<file path="src/rtl/bbox_stimulus_gen_if.sv">
`default_nettype none
// ============================================================================
// Module   : bbox_stimulus_gen_if
// Purpose  : Control and box-coordinate bundle for bbox_stimulus_gen.
// Revision : 1.0  initial release
// ============================================================================
interface bbox_stimulus_gen_if #(
  parameter int X_WIDTH = 9,
  parameter int Y_WIDTH = 8
);
  logic               iEnable;
  logic               iRestart;
  logic               iMode;
  logic               oNewCoord;
  logic [X_WIDTH-1:0] oXmin;
  logic [X_WIDTH-1:0] oXmax;
  logic [Y_WIDTH-1:0] oYmin;
  logic [Y_WIDTH-1:0] oYmax;
  logic               oFrameDone;

  modport master (
    output iEnable, iRestart, iMode,
    input  oNewCoord, oXmin, oXmax, oYmin, oYmax, oFrameDone
  );

  modport slave (
    input  iEnable, iRestart, iMode,
    output oNewCoord, oXmin, oXmax, oYmin, oYmax, oFrameDone
  );
endinterface
`default_nettype wire

</file>
<file path="src/rtl/bbox_stimulus_gen.sv">
`default_nettype none
// ============================================================================
// Module   : bbox_stimulus_gen
// Purpose  : Moves a fixed-size box across a frame (raster or bounce), holding
//            each position for DWELL_CYCLES enabled cycles.
// Options  : BBOX_STIM_BOUNCE_EN - adds bounce mode (iMode=1) and dx/dy state.
// Revision : 1.0  initial release
// ============================================================================
module bbox_stimulus_gen #(
  parameter int          X_WIDTH      = 9,
  parameter int          Y_WIDTH      = 8,
  parameter int          X_LIMIT      = 320,
  parameter int          Y_LIMIT      = 240,
  parameter int          BOX_W        = 14,
  parameter int          BOX_H        = 10,
  parameter int          X_STEP       = 16,
  parameter int          Y_STEP       = 16,
  parameter int unsigned DWELL_CYCLES = 32'h004F0000
) (
  input wire               iClock,
  input wire               iReset,
  bbox_stimulus_gen_if.slave bus
);

  localparam int             c_XMAX       = X_LIMIT - BOX_W;
  localparam int             c_YMAX       = Y_LIMIT - BOX_H;
  // One bit wider than the coordinate so x+step never wraps before comparing
  localparam logic [X_WIDTH:0]   c_XMAX_W   = (X_WIDTH+1)'(c_XMAX);
  localparam logic [Y_WIDTH:0]   c_YMAX_W   = (Y_WIDTH+1)'(c_YMAX);
  localparam logic [X_WIDTH:0]   c_XSTEP_W  = (X_WIDTH+1)'(X_STEP);
  localparam logic [Y_WIDTH:0]   c_YSTEP_W  = (Y_WIDTH+1)'(Y_STEP);
  localparam logic [X_WIDTH-1:0] c_XBOX     = X_WIDTH'(BOX_W - 1);
  localparam logic [Y_WIDTH-1:0] c_YBOX     = Y_WIDTH'(BOX_H - 1);
  localparam logic [31:0]        c_DWELL_LAST = 32'(DWELL_CYCLES - 1);

  logic [X_WIDTH-1:0] r_x;
  logic [Y_WIDTH-1:0] r_y;
  logic [X_WIDTH-1:0] r_xmax;
  logic [Y_WIDTH-1:0] r_ymax;
  logic [31:0]        r_cnt;
  logic               r_new;
  logic               r_frame;

  logic [X_WIDTH:0]   w_x_fwd;
  logic [Y_WIDTH:0]   w_y_fwd;
  logic               w_adv;
  logic [X_WIDTH-1:0] w_rast_x;
  logic [Y_WIDTH-1:0] w_rast_y;
  logic               w_rast_fd;
  logic [X_WIDTH-1:0] w_nx;
  logic [Y_WIDTH-1:0] w_ny;
  logic               w_nfd;

  assign w_x_fwd = {1'b0, r_x} + c_XSTEP_W;
  assign w_y_fwd = {1'b0, r_y} + c_YSTEP_W;
  assign w_adv   = bus.iEnable && (r_cnt == c_DWELL_LAST);

  // Raster: step x along the row, wrap to the next row, wrap y at frame end
  always_comb begin
    w_rast_x  = r_x;
    w_rast_y  = r_y;
    w_rast_fd = 1'b0;
    if (w_x_fwd <= c_XMAX_W) begin
      w_rast_x = w_x_fwd[X_WIDTH-1:0];
    end else begin
      w_rast_x = '0;
      if (w_y_fwd <= c_YMAX_W) begin
        w_rast_y = w_y_fwd[Y_WIDTH-1:0];
      end else begin
        w_rast_y  = '0;
        w_rast_fd = 1'b1;
      end
    end
  end

`ifdef BBOX_STIM_BOUNCE_EN
  localparam logic [X_WIDTH-1:0] c_XMAX_N  = X_WIDTH'(c_XMAX);
  localparam logic [Y_WIDTH-1:0] c_YMAX_N  = Y_WIDTH'(c_YMAX);
  localparam logic [X_WIDTH-1:0] c_XSTEP_N = X_WIDTH'(X_STEP);
  localparam logic [Y_WIDTH-1:0] c_YSTEP_N = Y_WIDTH'(Y_STEP);

  // Direction flags: 0 = increasing, 1 = decreasing
  logic               r_dx;
  logic               r_dy;
  logic [X_WIDTH-1:0] w_bnc_x;
  logic [Y_WIDTH-1:0] w_bnc_y;
  logic               w_bnc_dx;
  logic               w_bnc_dy;
  logic               w_bounce;

  assign w_bounce = bus.iMode;

  always_comb begin
    w_bnc_x  = r_x;
    w_bnc_dx = r_dx;
    if (!r_dx) begin
      if (w_x_fwd > c_XMAX_W) begin
        w_bnc_x  = c_XMAX_N;
        w_bnc_dx = 1'b1;
      end else begin
        w_bnc_x  = w_x_fwd[X_WIDTH-1:0];
      end
    end else if ({1'b0, r_x} < c_XSTEP_W) begin
      w_bnc_x  = '0;
      w_bnc_dx = 1'b0;
    end else begin
      w_bnc_x  = r_x - c_XSTEP_N;
    end
  end

  always_comb begin
    w_bnc_y  = r_y;
    w_bnc_dy = r_dy;
    if (!r_dy) begin
      if (w_y_fwd > c_YMAX_W) begin
        w_bnc_y  = c_YMAX_N;
        w_bnc_dy = 1'b1;
      end else begin
        w_bnc_y  = w_y_fwd[Y_WIDTH-1:0];
      end
    end else if ({1'b0, r_y} < c_YSTEP_W) begin
      w_bnc_y  = '0;
      w_bnc_dy = 1'b0;
    end else begin
      w_bnc_y  = r_y - c_YSTEP_N;
    end
  end

  always_comb begin
    w_nx  = w_rast_x;
    w_ny  = w_rast_y;
    w_nfd = w_rast_fd;
    if (w_bounce) begin
      w_nx  = w_bnc_x;
      w_ny  = w_bnc_y;
      w_nfd = 1'b0;
    end
  end

  // Direction only changes on a bounce-mode advance; restart forces increasing
  always_ff @(posedge iClock or negedge iReset) begin
    if (!iReset) begin
      r_dx <= 1'b0;
      r_dy <= 1'b0;
    end else if (bus.iRestart) begin
      r_dx <= 1'b0;
      r_dy <= 1'b0;
    end else if (w_adv && w_bounce) begin
      r_dx <= w_bnc_dx;
      r_dy <= w_bnc_dy;
    end
  end
`else
  logic w_unused_mode;

  assign w_unused_mode = bus.iMode;
  assign w_nx          = w_rast_x;
  assign w_ny          = w_rast_y;
  assign w_nfd         = w_rast_fd;
`endif

  always_ff @(posedge iClock or negedge iReset) begin
    if (!iReset) begin
      r_x     <= '0;
      r_y     <= '0;
      r_xmax  <= c_XBOX;
      r_ymax  <= c_YBOX;
      r_cnt   <= '0;
      r_new   <= 1'b0;
      r_frame <= 1'b0;
    end else begin
      r_new   <= 1'b0;
      r_frame <= 1'b0;
      if (bus.iRestart) begin
        r_x    <= '0;
        r_y    <= '0;
        r_xmax <= c_XBOX;
        r_ymax <= c_YBOX;
        r_cnt  <= '0;
        r_new  <= 1'b1;
      end else if (w_adv) begin
        r_x     <= w_nx;
        r_y     <= w_ny;
        r_xmax  <= w_nx + c_XBOX;
        r_ymax  <= w_ny + c_YBOX;
        r_cnt   <= '0;
        r_new   <= 1'b1;
        r_frame <= w_nfd;
      end else if (bus.iEnable) begin
        r_cnt <= r_cnt + 32'd1;
      end
    end
  end

  assign bus.oXmin      = r_x;
  assign bus.oXmax      = r_xmax;
  assign bus.oYmin      = r_y;
  assign bus.oYmax      = r_ymax;
  assign bus.oNewCoord  = r_new;
  assign bus.oFrameDone = r_frame;

endmodule
`default_nettype wire

</file>
<file path="src/flat_wrapper.sv">
// flat-port wrapper written by rule: the top's interface ports become plain ports
module bbox_stimulus_gen_flat 
#(
  parameter int          X_WIDTH      = 9,
  parameter int          Y_WIDTH      = 8,
  parameter int          X_LIMIT      = 320,
  parameter int          Y_LIMIT      = 240,
  parameter int          BOX_W        = 14,
  parameter int          BOX_H        = 10,
  parameter int          X_STEP       = 16,
  parameter int          Y_STEP       = 16,
  parameter int unsigned DWELL_CYCLES = 32'h004F0000
)
  (iClock, iReset, bus_iEnable, bus_iRestart, bus_iMode, bus_oNewCoord, bus_oXmin, bus_oXmax, bus_oYmin, bus_oYmax, bus_oFrameDone);
  bbox_stimulus_gen_if #(.X_WIDTH(X_WIDTH), .Y_WIDTH(Y_WIDTH)) bus_i ();
  input wire iClock;
  input wire iReset;
  input wire logic [$bits(bus_i.iEnable)-1:0] bus_iEnable;
  input wire logic [$bits(bus_i.iRestart)-1:0] bus_iRestart;
  input wire logic [$bits(bus_i.iMode)-1:0] bus_iMode;
  output wire logic [$bits(bus_i.oNewCoord)-1:0] bus_oNewCoord;
  output wire logic [$bits(bus_i.oXmin)-1:0] bus_oXmin;
  output wire logic [$bits(bus_i.oXmax)-1:0] bus_oXmax;
  output wire logic [$bits(bus_i.oYmin)-1:0] bus_oYmin;
  output wire logic [$bits(bus_i.oYmax)-1:0] bus_oYmax;
  output wire logic [$bits(bus_i.oFrameDone)-1:0] bus_oFrameDone;
  assign bus_i.iEnable = bus_iEnable;
  assign bus_i.iRestart = bus_iRestart;
  assign bus_i.iMode = bus_iMode;
  assign bus_oNewCoord = bus_i.oNewCoord;
  assign bus_oXmin = bus_i.oXmin;
  assign bus_oXmax = bus_i.oXmax;
  assign bus_oYmin = bus_i.oYmin;
  assign bus_oYmax = bus_i.oYmax;
  assign bus_oFrameDone = bus_i.oFrameDone;
  bbox_stimulus_gen #(.X_WIDTH(X_WIDTH), .Y_WIDTH(Y_WIDTH), .X_LIMIT(X_LIMIT), .Y_LIMIT(Y_LIMIT), .BOX_W(BOX_W), .BOX_H(BOX_H), .X_STEP(X_STEP), .Y_STEP(Y_STEP), .DWELL_CYCLES(DWELL_CYCLES)) u_core (.iClock(iClock), .iReset(iReset), .bus(bus_i));
endmodule
</file>
<file path="config.mk">
export PLATFORM = sky130hd
export DESIGN_NAME = bbox_stimulus_gen_flat
export DESIGN_NICKNAME = d
export VERILOG_FILES = /design/src/rtl/bbox_stimulus_gen_if.sv /design/src/rtl/bbox_stimulus_gen.sv /design/src/flat_wrapper.sv
export SDC_FILE = /design/constraint.sdc
export NUM_CORES = 1
export LEC_CHECK = 0
export CAP_MARGIN = 10
export CELL_PAD_IN_SITES_DETAIL_PLACEMENT = 2
export CELL_PAD_IN_SITES_GLOBAL_PLACEMENT = 2
export CORE_MARGIN = 1.5
export CORE_UTILIZATION = 32
export DETAILED_ROUTE_END_ITERATION = 7
export GPL_TIMING_DRIVEN = 1
export PLACE_DENSITY_LB_ADDON = 0.1
export SLEW_MARGIN = 20
export SYNTH_ARGS = -nofsm -noshare
export SYNTH_HDL_FRONTEND = slang
export SYNTH_SLANG_ARGS = --single-unit
</file>
<file path="constraint.sdc">
create_clock -name iClock -period 3.1 [get_ports iClock]
set_clock_uncertainty 0.15 [all_clocks]
set_input_delay 0.465 -clock iClock [delete_from_list [all_inputs] [get_ports iClock]]
set_output_delay 0.465 -clock iClock [all_outputs]
set_load 0.1 [all_outputs]
</file>
==> results_dict.tcl, run 1 <==
set metrics [dict create \
    worst_ep_required_time_ps 3190 \
    n_fill_cell 1249 \
    placed_cells 586 \
    max_freq_ghz 0.340 \
    cts_hold_repair.buffers 0 \
    cp.arrival_ps 3030 \
    insertion_delay_ps 340 \
    drt-vias-per-instance 5.32 \
    finalNonFillerCells 605 \
    rows 39 \
    syn_area_per_cell_sq_um 9.09 \
    num_antenna_cells 0 \
    finalPower_uw 1960 \
    setup_viol 0 \
    firstDrtPassIters 4 \
    internal-power_uw 1540 \
    critPathLaunchType "flop" \
    die_w_um 111 \
    routed_wl_mm 11.1 \
    combinationalPowerShare_pct 3.1 \
    drive_gt1_share_pct 23.4 \
    cp_max_fo 7 \
    yosys.area.top_type_share_pct 42.4 \
    final_area_sq_um 4680 \
    grt_pass1_vias 3538 \
    htree_levels 3 \
    grt-ovfl-total 0 \
    hold_class "in2async" \
    vias 3216 \
    status "completed" \
    ir_worst_vdd_mv 0.260 \
    finish.utilization_pct 41.2 \
    synth_top_area_cell "dfrtp_1" \
    ys_async_sr_fraction_pct 100 \
    dieArea_sq_um 12300 \
    synth_nets 421 \
    pre_cts_ws_ps 72.7 \
    slew_violations 0 \
    finalCriticalPeriod_ps 2940 \
    layout_commonest_cell "nor2_1" \
    clkPwrFrac_pct 51.4 \
    setup_slack_ps 157 \
    worstSetupPathType "reg2reg" \
    synthTopCellsByArea "dfrtp_1 (42%), xor2_1 (6.6%), nor2_1 (6.3%)" \
    drc 0 \
    power.density_nw_per_um2 420 \
    die_y_um 111 \
    clock_sinks 68 \
    synth_cell_type_count 56 \
    syn_to_final_growth_pct 25.8 \
    post_drt_wl_per_cell_um 18.3 \
    relSlewSlack_pct 51.0 \
    finalHoldViolations 0 \
    power_switching_uw 428 \
    cts-buffers-inserted 9 \
    gp_congestion 0.754 \
    synth_edf_count 0 \
    clk_pin_slew_worst_paths_ps 60 \
    root_buffer "clkbuf_16" \
    leakage_uw 0.00193 \
    dpl.hpwl_mm 7.99 \
    ant_nets 0 \
    clk_path_buf_depth 2 \
    ys.flop_type "dfrtp_1" \
    cts_tree "done" \
    netlist_instances 409 \
    first_iter_violations 93 \
    ys_seq_area_share_pct 45.9 \
    numPortBuffers 39 \
    fp.coreArea_sq_um 11400 \
    yosys_warnings 0 \
    grt_util_all_layers_pct 19.3 \
    grt_pass1_wl_mm 18.8 \
    worst_slew_pin_slew_ps 734 \
    start_util_pct 32.7 \
    synth-seq-cells 68 \
    p_sw_share_pct 21.8 \
    end_kind "flop" \
    final_cell_mix "nor2_1 (62), buf_4 (55), dfrtp_1 (50)" \
    antenna_found_initial 0 \
    placed_cell_area_sq_um 4320 \
    max_cap_viol_count 0 \
    synthesis.area_sq_um 3720 \
    pwr-share-seq_pct 45.5 \
    io_pins 41 \
    fin_nets 469 \
    min_period_over_period_pct 94.9 \
    grt_max_degree 35 \
]
-- path summary, 6_finish.rpt --
| check | from | to | slack [ps] | depth (start not counted) |
|---|---|---|---|---|
| hold reg to reg | u_core.bus.oXmax[5] | u_core.bus.oXmax[5] | 370 | 2 |
| setup / recovery | u_core.bus.oXmin[4] | u_core.bus.oYmax[6] | 160 | 9 |
| max in group asynchronous | iReset | u_core.bus.oYmax[3] | 2040 | 2 |
| setup reg to reg | u_core.bus.oXmin[4] | u_core.bus.oYmax[6] | 160 | 9 |
| hold / removal | iReset | u_core.bus.oYmin[7] | 30 | 1 |
| min in group iClock | u_core.bus.oXmax[5] | u_core.bus.oXmax[5] | 370 | 2 |
-- kinds of logic (layout without fill, tap and decap cells) --
family	Yosys count	in the layout	synth area share (%)
AO/OA/AOI/OAI	54	54	10.6
XOR/XNOR	40	40	9.42
adder cells (fa/ha/maj)	7	7	2.36
buffers and inverters	28	81	3.06
flip-flops	68	68	45.9
multiplexers	1	1	0.269
AND/OR/NAND/NOR	211	211	28.3
-- worst max-delay path, stage by stage (launching register included) --
cell      delay [ps]
dfrtp_4          520
inv_2            100
ha_2             210
nand2_1          110
a211oi_4         370
buf_4            180
nand4_1          160
o32a_1           400
or3_1            360
a311oi_1         260
-- cell usage after synthesis, types with 5 or more instances --
cell type,n
a211oi_1,6
a21oi_1,17
clkbuf_1,20
a211o_1,5
nor3_1,12
inv_1,5
dfrtp_1,63
and2_1,10
or3_1,5
dfstp_2,5
nand3_1,23
xnor2_1,12
nand4_1,12
nor2_1,62
and3_1,5
nand2_1,46
nor4_1,7
xor2_1,28
nor3b_1,5
ha_1,7
-- repair_timing --
| action | 4_1_cts | 5_1_grt |
|---|---|---|
| gates resized for setup | 0 | 7 |
| setup buffers | 0 | 3 |
| endpoints found under the setup margin | 0 | 4 |
-- registers in the layout (all words and copies together) (netlist names) --
name	flops
u_core.r_cnt	32
u_core.bus.oXmax	9
u_core.bus.oXmin	9
u_core.bus.oYmax	8
u_core.bus.oYmin	8
u_core.bus.oFrameDone	1
u_core.bus.oNewCoord	1
-- power by group through the flow --
stage / clock (uW) / combinational, uW / sequential (uW)
2_1_floorplan: 0 / 20.2 / 914
3_3_place_gp: 0 / 62.9 / 909
6_report: 1010 / 61.5 / 894
5_1_grt: 1090 / 70.1 / 893
4_1_cts: 1060 / 64.5 / 893
3_5_place_dp: 0 / 64.7 / 909
-- stage by stage --
| stage | hold slack [ps] | setup TNS [ps] |
|---|---|---|
| after floorplan | 19.4 | 0 |
| after global placement | 359 | 0 |
| after detailed placement | 370 | 0 |
| after CTS | 46.8 | 0 |
| after global routing | 74.9 | -1.46 |
| final | 33.8 | 0 |
-- area by class of cell --
class	instances	area [sq um]	share of cell area, %
clock buffer	15	288	6.15
inverter	5	18.8	0.401
sequential	68	1740	37.2
clock inverter	1	5.00	0.107
tap	143	179	3.82
timing repair buffer	60	478	10.2
multi-input combinational	313	1970	42.1
-- per-layer routing --
metal / global-route usage, % / share of wire [%]
met1: 22.7 / 43
met2: 35.2 / 54
met3: 4.32 / 2.5
met4: 5.64 / 1.2
met5: 0 / 0
No activity file was read; power rests on OpenSTA's default activity.
==> run 2, diff against run 1 <==
--- a/config.mk
+++ b/config.mk
@@ -13,6 +13,7 @@
 export DETAILED_ROUTE_END_ITERATION = 7
 export GPL_TIMING_DRIVEN = 1
 export PLACE_DENSITY_LB_ADDON = 0.1
+export SKIP_LAST_GASP = 1
 export SLEW_MARGIN = 20
 export SYNTH_ARGS = -nofsm -noshare
 export SYNTH_HDL_FRONTEND = slang
==> run 2 against run 1 <==
  * Total power about the same
  * Sequential cell count unchanged
  * Critical endpoint unchanged
  * Largest power group unchanged
  * Critical path type unchanged
  * Global-route usage unchanged
  * Worst hold slack better by 0.55 ps
  * First-iteration DRC count down 5.4%
  * Sequential share of layout area up 0.090 points
  * Via count up 0.28%
  * Die area unchanged
  * Core utilization down 0.099 points
==> results_dict.tcl, run 2 (same netlist as run 1, synthesis figures left out) <==
set metrics [dict create \
    die_w_um 111 \
    cp_slowest_cell "dfrtp_4" \
    largest-register "u_core.r_cnt" \
    worst_ep_required_time_ps 3190 \
    setup_slack_ps 151 \
    internal-power_uw 1540 \
    r2r_slack_ps 150 \
    finish.utilization_pct 41.1 \
    p_sw_share_pct 21.8 \
    whs_ps 34.3 \
    fin_nets 469 \
    pre_cts_ws_ps 72.7 \
    cp_max_fo 7 \
    slew_violations 0 \
    numPortBuffers 39 \
    n_fill_cell 1249 \
    timing.rr.end "u_core.bus.oYmax[6]" \
    routed_wl_mm 11.1 \
    relSlewSlack_pct 50.9 \
    root_buffer "clkbuf_16" \
    cts_tree "done" \
    gp_congestion 0.754 \
    max_freq_ghz 0.339 \
    combinationalPowerShare_pct 3.1 \
    setup_viol 0 \
    firstDrtPassIters 4 \
    dpl.hpwl_mm 7.99 \
    ant_nets 0 \
    dieArea_sq_um 12300 \
    min_period_over_period_pct 95.1 \
    syn_to_final_growth_pct 25.5 \
    cts_hold_repair.buffers 0 \
    hold_class "in2async" \
    max_cap_viol_count 0 \
    critPathLaunchType "flop" \
    finalHoldViolations 0 \
    htree_levels 3 \
    insertion_delay_ps 340 \
    clock_sinks 68 \
    worstSetupPathType "reg2reg" \
    cp.arrival_ps 3040 \
    status "completed" \
    drc 0 \
    post_drt_wl_per_cell_um 18.3 \
    clk_path_buf_depth 2 \
    leakage_uw 0.00194 \
    crit_chain "inv_2 -> ha_2 -> nand2_1 -> a211oi_4 -> buf_4 -> nand4_1 -> o32a_1 -> or3_1 -> a311oi_1" \
    r2r_start "u_core.bus.oXmin[4]" \
    cpPeakStageDelay_ps 520 \
    final_cell_mix "nor2_1 (62), buf_4 (55), dfrtp_1 (50)" \
    clk_pin_slew_worst_paths_ps 60 \
    grt_pass1_vias 3538 \
    start_util_pct 32.7 \
    grt_max_degree 35 \
    clkPwrFrac_pct 51.4 \
    cts-buffers-inserted 9 \
    rsz0062_at_grt "yes" \
    grt_util_all_layers_pct 19.3 \
    fp.coreArea_sq_um 11400 \
    rows 39 \
    drt-vias-per-instance 5.33 \
    num_antenna_cells 0 \
    worst_slew_pin_slew_ps 736 \
    power_switching_uw 429 \
    vias 3225 \
    pwr-share-seq_pct 45.5 \
    largest_register_ff_count 32 \
    power.density_nw_per_um2 421 \
    final_area_sq_um 4670 \
    drive_gt1_share_pct 22.9 \
    first_iter_violations 88 \
    layout_commonest_cell "nor2_1" \
    placed_cell_area_sq_um 4320 \
    io_pins 41 \
    ff2ff_path_depth 9 \
    antenna_found_initial 0 \
    ir_worst_vdd_mv 0.260 \
    end_kind "flop" \
    grt_pass1_wl_mm 18.8 \
    grt-ovfl-total 0 \
    die_y_um 111 \
    finalPower_uw 1960 \
    finalCriticalPeriod_ps 2950 \
]
## run 2: power by group through the flow
stage / clock network (uW) / logic [uW] / registers, uW
finish: 1010 / 61.5 / 894
global route: 1090 / 70.1 / 893
CTS: 1060 / 64.5 / 893
detailed placement: 0 / 64.7 / 909
global placement: 0 / 62.9 / 909
floorplan: 0 / 20.2 / 914
## run 2: per-stage QoR
stage	setup TNS, ps	instances
floorplan	0	409
global placement	0	586
detailed placement	0	586
CTS	0	602
global route	-80.6	605
finish	0	605
## run 2: cell type report
type	instances	area (sq um)	area share, %
clock buffer	15	288	6.16
inverter	5	18.8	0.402
sequential	68	1740	37.3
multi-input combinational	313	1960	41.9
clock inverter	1	5.00	0.107
tap	143	179	3.83
timing repair buffer	60	478	10.2
## run 2: how the worst max path moves through the flow
stage / from / to / slack (ps) / cells after the start
3_5_place_dp: u_core.bus.oXmin[0] / u_core.bus.oXmax[8] / 70 / 11
4_1_cts: u_core.bus.oXmin[4] / u_core.bus.oXmax[6] / 50 / 13
3_3_place_gp: u_core.bus.oXmin[4] / u_core.bus.oYmax[4] / 150 / 13
5_1_grt: u_core.bus.oXmin[2] / u_core.bus.oXmax[8] / -50 / 11
6_report: u_core.bus.oXmin[4] / u_core.bus.oYmax[6] / 150 / 9
2_1_floorplan: u_core.bus.oXmin[4] / u_core.bus.oYmax[4] / 4 / 15
## run 2: critical path, delay by kind of cell, from the launching register on
kind | cells | cell delay (ps)
AO/OA/AOI/OAI | 3 | 1030
AND/OR/NAND/NOR | 3 | 630
flip-flops | 1 | 520
buffers and inverters | 2 | 280
adder cells (fa/ha/maj) | 1 | 210
## run 2: repair_timing
item	in CTS	in global routing
setup endpoints to repair	0	4
resized for setup	0	5
buffers inserted	0	3
## run 2: per-layer routing
layer,wire length [um],vias to the layer above,share of wire [%],GRT usage [%]
li1,-,1527,-,-
met1,4740,1657,43,22.7
met2,5970,31,54,35.2
met3,257,10,2.3,4.32
met4,133,0,1.2,5.64
met5,0,-,0,0
